`src/rtl/pix_ctrl_pkg.sv`:
```
// Shared types and pixel-format helpers for the RGB frame SRAM burst controller.
// Helpers take the pixel width as an argument; widths up to GREY_MAX_W are supported.
package pix_ctrl_pkg;

  typedef enum logic [1:0] {
    IDLE,
    ACCESS,
    DONE
  } state_t;

  typedef enum logic {
    OP_READ,
    OP_WRITE
  } op_t;

  localparam int GREY_MAX_W = 16;

  // grey = (R + 2G + B) >> 2, summed two bits wider than a pixel so nothing overflows
  function automatic logic [GREY_MAX_W-1:0] rgb_to_grey(input logic [3*GREY_MAX_W-1:0] rgb,
                                                        input int unsigned pix_w);
    logic [GREY_MAX_W+1:0] mask;
    logic [GREY_MAX_W+1:0] r;
    logic [GREY_MAX_W+1:0] g;
    logic [GREY_MAX_W+1:0] b;
    logic [GREY_MAX_W+1:0] sum;
    mask = {(GREY_MAX_W+2){1'b1}} >> (GREY_MAX_W + 2 - pix_w);
    r    = (GREY_MAX_W+2)'(rgb >> (2 * pix_w)) & mask;
    g    = (GREY_MAX_W+2)'(rgb >> pix_w) & mask;
    b    = (GREY_MAX_W+2)'(rgb) & mask;
    sum  = r + (g << 1) + b;
    return GREY_MAX_W'(sum >> 2);
  endfunction

  function automatic logic [3*GREY_MAX_W-1:0] grey_to_rgb(input logic [GREY_MAX_W-1:0] p,
                                                          input int unsigned pix_w);
    logic [3*GREY_MAX_W-1:0] mask;
    logic [3*GREY_MAX_W-1:0] pm;
    mask = {(3*GREY_MAX_W){1'b1}} >> (3 * GREY_MAX_W - pix_w);
    pm   = (3*GREY_MAX_W)'(p) & mask;
    return pm | (pm << pix_w) | (pm << (2 * pix_w));
  endfunction

endpackage

```
`src/rtl/sync_flex_counter.sv`:
```
// Wrapping counter with synchronous clear; rollover_flag marks the terminal count.
module sync_flex_counter #(
  parameter int NUM_CNT_BITS = 4
) (
  input  logic                    clk,
  input  logic                    rst,
  input  logic                    clear,
  input  logic                    count_enable,
  input  logic [NUM_CNT_BITS-1:0] rollover_val,
  output logic [NUM_CNT_BITS-1:0] count_out,
  output logic                    rollover_flag
);

  assign rollover_flag = (count_out == rollover_val);

  always_ff @(posedge clk) begin
    if (rst || clear) begin
      count_out <= '0;
    end else if (count_enable) begin
      if (rollover_flag) count_out <= '0;
      else               count_out <= count_out + NUM_CNT_BITS'(1);
    end
  end

endmodule

```
`src/rtl/pixel_burst_ctrl.sv`:
```
// Burst controller between the edge-detection window and the 24-bit RGB frame SRAM:
// reads convert to greyscale, writes expand grey to RGB, each access held WAIT_CYC cycles.
module pixel_burst_ctrl
  import pix_ctrl_pkg::*;
#(
  parameter int ADDR_W   = 16,
  parameter int PIX_W    = 8,
  parameter int MAX_PIX  = 20,
  parameter int CNT_W    = 5,
  parameter int WAIT_CYC = 3
) (
  input  logic                           clk,
  input  logic                           rst,
  input  logic                           start,
  input  logic                           op,
  input  logic [ADDR_W-1:0]              base_addr,
  input  logic [CNT_W-1:0]               num_pix,
  input  logic [MAX_PIX-1:0][PIX_W-1:0]  pix_in,
  output logic [MAX_PIX-1:0][PIX_W-1:0]  pix_out,
  output logic                           busy,
  output logic                           done,
  output logic [ADDR_W-1:0]              sram_addr,
  output logic [3*PIX_W-1:0]             sram_wdata,
  input  logic [3*PIX_W-1:0]             sram_rdata,
  output logic                           sram_re,
  output logic                           sram_we
);

  localparam int IDX_W = (MAX_PIX > 1) ? $clog2(MAX_PIX) : 1;
  localparam int W_W   = (WAIT_CYC > 1) ? $clog2(WAIT_CYC) : 1;
  localparam logic [W_W-1:0]    W_LAST  = W_W'(WAIT_CYC - 1);
  localparam logic [CNT_W-1:0]  CNT_ONE = CNT_W'(1);
  localparam logic [IDX_W-1:0]  IDX_ONE = IDX_W'(1);
  localparam logic [ADDR_W-1:0] ADR_ONE = ADDR_W'(1);

  state_t                         state;
  op_t                            op_lat;
  logic [CNT_W-1:0]               n_lat;
  logic [IDX_W-1:0]               i;
  logic [MAX_PIX-1:0][PIX_W-1:0]  pix_lat;
  logic [W_W-1:0]                 w;
  logic                           w_roll;
  logic [CNT_W-1:0]               n_req;
  logic [PIX_W-1:0]               grey;

  assign n_req = (num_pix > CNT_W'(MAX_PIX)) ? CNT_W'(MAX_PIX) : num_pix;
  assign grey  = PIX_W'(rgb_to_grey((3*GREY_MAX_W)'(sram_rdata), PIX_W));

  // Wait counter free-runs only in ACCESS, so every pixel starts from w = 0
  sync_flex_counter #(
    .NUM_CNT_BITS (W_W)
  ) u_wait_cnt (
    .clk           (clk),
    .rst           (rst),
    .clear         (state != ACCESS),
    .count_enable  (state == ACCESS),
    .rollover_val  (W_LAST),
    .count_out     (w),
    .rollover_flag (w_roll)
  );

  always_ff @(posedge clk) begin
    if (rst) begin
      state      <= IDLE;
      op_lat     <= OP_READ;
      n_lat      <= '0;
      i          <= '0;
      pix_lat    <= '0;
      pix_out    <= '0;
      busy       <= 1'b0;
      done       <= 1'b0;
      sram_addr  <= '0;
      sram_wdata <= '0;
      sram_re    <= 1'b0;
      sram_we    <= 1'b0;
    end else begin
      case (state)
        IDLE: begin
          done <= 1'b0;
          if (start) begin
            op_lat    <= op_t'(op);
            n_lat     <= n_req;
            pix_lat   <= pix_in;
            i         <= '0;
            sram_addr <= base_addr;
            if (n_req == '0) begin
              state <= DONE;
              done  <= 1'b1;
            end else begin
              state      <= ACCESS;
              busy       <= 1'b1;
              sram_re    <= (op_t'(op) == OP_READ);
              sram_we    <= (op_t'(op) == OP_WRITE);
              sram_wdata <= (op_t'(op) == OP_WRITE) ?
                            (3*PIX_W)'(grey_to_rgb(GREY_MAX_W'(pix_in[0]), PIX_W)) : '0;
            end
          end
        end
        ACCESS: begin
          if (op_lat == OP_READ && w == W_LAST) pix_out[i] <= grey;
          // Address and write data advance together once the hold time has elapsed
          if (w_roll) begin
            if (CNT_W'(i) + CNT_ONE == n_lat) begin
              state      <= DONE;
              done       <= 1'b1;
              busy       <= 1'b0;
              sram_re    <= 1'b0;
              sram_we    <= 1'b0;
              sram_wdata <= '0;
            end else begin
              i         <= i + IDX_ONE;
              sram_addr <= sram_addr + ADR_ONE;
              if (op_lat == OP_WRITE)
                sram_wdata <= (3*PIX_W)'(grey_to_rgb(GREY_MAX_W'(pix_lat[i + IDX_ONE]), PIX_W));
            end
          end
        end
        DONE: begin
          done  <= 1'b0;
          state <= IDLE;
        end
        default: state <= IDLE;
      endcase
    end
  end

endmodule

```
`config.mk`:
```
export PLATFORM = sky130hd
export DESIGN_NAME = pixel_burst_ctrl
export DESIGN_NICKNAME = d
export VERILOG_FILES = /design/src/rtl/pix_ctrl_pkg.sv /design/src/rtl/sync_flex_counter.sv /design/src/rtl/pixel_burst_ctrl.sv
export SDC_FILE = /design/constraint.sdc
export NUM_CORES = 1
export LEC_CHECK = 0
export ABC_CLOCK_PERIOD_IN_PS = 4000
export CORE_MARGIN = 3
export CORE_UTILIZATION = 49
export CTS_CLUSTER_DIAMETER = 40
export DETAILED_ROUTE_END_ITERATION = 7
export GPL_TIMING_DRIVEN = 0
export PLACE_DENSITY_LB_ADDON = 0.3
export SYNTH_ARGS = -nofsm -noshare
export SYNTH_HDL_FRONTEND = slang
export SYNTH_SLANG_ARGS = --single-unit
```
`constraint.sdc`:
```
create_clock -name clk -period 4 [get_ports clk]
set_input_delay 1 -clock clk [delete_from_list [all_inputs] [get_ports clk]]
set_output_delay 1 -clock clk [all_outputs]
set_load 0.005 [all_outputs]
```
==> qor.csv <==
metric;value;unit
unrepaired setup endpoints after global routing;no;
min Tclk post-route;3.80;ns
endpoint type of the worst setup path;flop;
io pins;413;
Post-Route M1 WL;21900;um
Initial Utilization;49.8;%
dpl cell area;0.0204;mm2
Core Region;0.0316;mm2
HPWL after DPL;43000;um
die area;0.0344;mm2
Async S/R FF share, synth;0;%
Critical Path RT;4.39;ns
Final period util;95.0;%
CTS HTree Levels;2;
Worst EP arrival;4.20;ns
vias per inst;5.89;
synth unique cells;72;
GP Congestion;0.922;
Yosys top cell area share;46.1;%
Least-Margin Pin Slew;0.937;ns
Met2 Wirelength;26400;um
total power;10.0;mW
top cells by count, synth;nand2_1 (459), dfxtp_1 (363), a21oi_1 (275), nor2_1 (126), clkbuf_1 (116);
antenna viol nets, final;0;
Leak;7.71;nW
Clock power frac;40.6;%
drt first pass iters;6;
CTS root buf;clkbuf_16;
number of max-cap violations;0;
Iter 0 DRT Violations;1281;
HP Class;flop to flop;
Max Slew Vio Count;0;
net switching power;2.97;mW
Fmax;263;MHz
DRC;0;
Clk Latency, worst-skew pair;0.56;ns
Seq cells post-synth;363;
Seq pwr share;40.0;%
FILL cells;2486;
largest net degree at the start of global routing;14;
Placement Setup Slack;-0.463;ns
number of port buffers;411;
yosys warns;0;
CP Max Fanout;10;
CTS buffer count;46;
status;finished clean;
Die H;185;um
via count;16210;
EDFF count, synth;0;
CTS tree;built;
Comb pwr share;19.4;%
Core Rows;65;
Post-Synthesis Cells;1854;
design area;0.0219;mm2
Final Hold Fails;0;
clock skew;0.0195;ns
Syn Area/Cell;8.50;um2
initial antenna violation count;9;
Startpoint Class;primary input;
switching part of the total;29.7;%
most common cell in the netlist;nand2_1;
Setup CP Type;primary input to flop;
setup ws final;0.199;ns
setup tns final;0;ns
Final setup viols;0;
Clock Sinks;363;
Synth area leaders;dfxtp_1 (46%), nand2_1 (11%), a21oi_1 (8.7%);
P_int;7.03;mW
Met3 Wirelength;5640;um
global-route wire length before repair;85900;um
Die X;185;um
Main synth FF type;dfxtp_1;
post-DR wirelength/cell;20.8;um
share of layout cells above drive strength 1;8.23;%
Rel. slew slack;37.5;%
Synth Cell Area;0.0158;mm2
total nets after synthesis;2086;
grt ovf;0;
sequential-to-total area share from yosys stat;46.1;%
top sig layer;met5;
Layout area overhead;38.9;%
clk slew on worst S/H paths;0.06;ns
peak supply drop;0.330;mV
Post-Route WL;57200;um
area leader, netlist;dfxtp_1;
Pwr per Cell Area;457;mW/mm2
Total GRT Usage;32.0;%
clk buf depth;3;
post-layout net count;2545;
vias in the first global route;15545;
## sequential cells by signal, summed over array words and instances (netlist names)
name,count
busy,1
sram_addr,16
sram_wdata,8
sram_we,1
pix_out,160
done,1
n_lat,5
state,2
i,5
op_lat,1
u_wait_cnt.count_out,2
pix_lat,160
sram_re,1
## path summary, 6_finish.rpt
path | endpoint | cells after the start | slack [ns] | from
hold reg to reg | pix_lat[21] | 2 | 0.45 | pix_lat[21]
hold / removal | pix_lat[21] | 2 | 0.45 | pix_lat[21]
setup reg to reg | sram_wdata[17] | 11 | 0.37 | i[0]
setup / recovery | pix_out[47] | 10 | 0.20 | sram_rdata[3]
## power by group through the flow
stage / Sequential (mW) / Combinational, mW / Clock (mW)
after CTS: 3.99 / 1.91 / 4.06
final: 4.00 / 1.94 / 4.06
after floorplan: 4.01 / 1.10 / 0
after global placement: 4.06 / 1.86 / 0
after global routing: 4.02 / 2.10 / 4.22
after detailed placement: 4.07 / 1.90 / 0
## critical path, cell delays in order
cell and delay, ns:
clkdlybuf4s50_1 0.46, fa_1 0.50, ha_1 0.36, nor2b_1 0.15
o21ai_0 0.20, a21boi_0 0.18, o21a_1 0.23, o41ai_1 0.52
clkbuf_1 0.44, a211oi_1 0.15
## cell type report
class | count | area [um2] | share of cell area, %
Multi-Input combinational cell | 1317 | 7730 | 35.3
Sequential cell | 363 | 7270 | 33.2
Timing Repair Buffer | 411 | 4110 | 18.8
Clock buffer | 56 | 1240 | 5.66
Buffer | 159 | 716 | 3.27
Tap cell | 402 | 503 | 2.30
Clock inverter | 25 | 250 | 1.14
Inverter | 15 | 56.3 | 0.257
Antenna cell | 6 | 15.0 | 0.0686
## kinds of logic (layout without fill, tap and decap cells)
family | Yosys count | after routing | synth area share (%)
xor gates and xnor gates | 9 | 9 | 0.619
other | 0 | 6 | 0
buffers and inverters | 174 | 666 | 4.86
DFF | 363 | 363 | 46.1
muxes | 62 | 62 | 7.24
adders and majority gates | 23 | 23 | 2.21
and+or+nand+nor | 749 | 749 | 19.9
AOI/OAI and AO/OA | 474 | 474 | 19.1
## through the flow
| stage | std cells | hold slack (ns) | utilization (%) |
|---|---|---|---|
| floorplan | 1854 | 0.427 | - |
| global placement | 2667 | 0.440 | 64.4 |
| detailed placement | 2667 | 0.445 | 64.4 |
| CTS | 2748 | 0.453 | 69.1 |
| global route | 2754 | 0.468 | 69.2 |
| finish | 2754 | 0.451 | 69.2 |
## placed cells by master, fill, tap and decap left out, types with 7 or more instances in the layout
| cell | count |
|---|---|
| a211oi_1 | 46 |
| a21oi_1 | 275 |
| a222oi_1 | 8 |
| a22oi_1 | 9 |
| a311oi_2 | 8 |
| and2_1 | 8 |
| and3_1 | 23 |
| buf_1 | 10 |
| buf_2 | 9 |
| buf_4 | 21 |
| clkbuf_1 | 116 |
| clkbuf_16 | 46 |
| clkdlybuf4s50_1 | 411 |
| dfxtp_1 | 363 |
| fa_1 | 8 |
| ha_1 | 15 |
| inv_1 | 14 |
| mux2_2 | 16 |
| mux4_2 | 40 |
| nand2_1 | 459 |
| nand3_1 | 73 |
| nor2_1 | 126 |
| nor3_1 | 16 |
| o21ai_0 | 33 |
| o22ai_1 | 8 |
| o311ai_0 | 15 |
| o311ai_1 | 7 |
| o41ai_1 | 24 |
## timing repair
action | in CTS | in global routing
resized for setup | 0 | 12
setup endpoints to repair | 0 | 17
buffers inserted | 0 | 0
hold buffers | 0 | 0
## routing by layer
metal  track usage [%]  vias to the layer above
li1                  -                     7426
met4              17.0                        6
met5                 0                        -
met1              40.6                     7661
met3              5.85                      180
met2              52.1                      937
No activity file was read; power rests on OpenSTA's default activity.
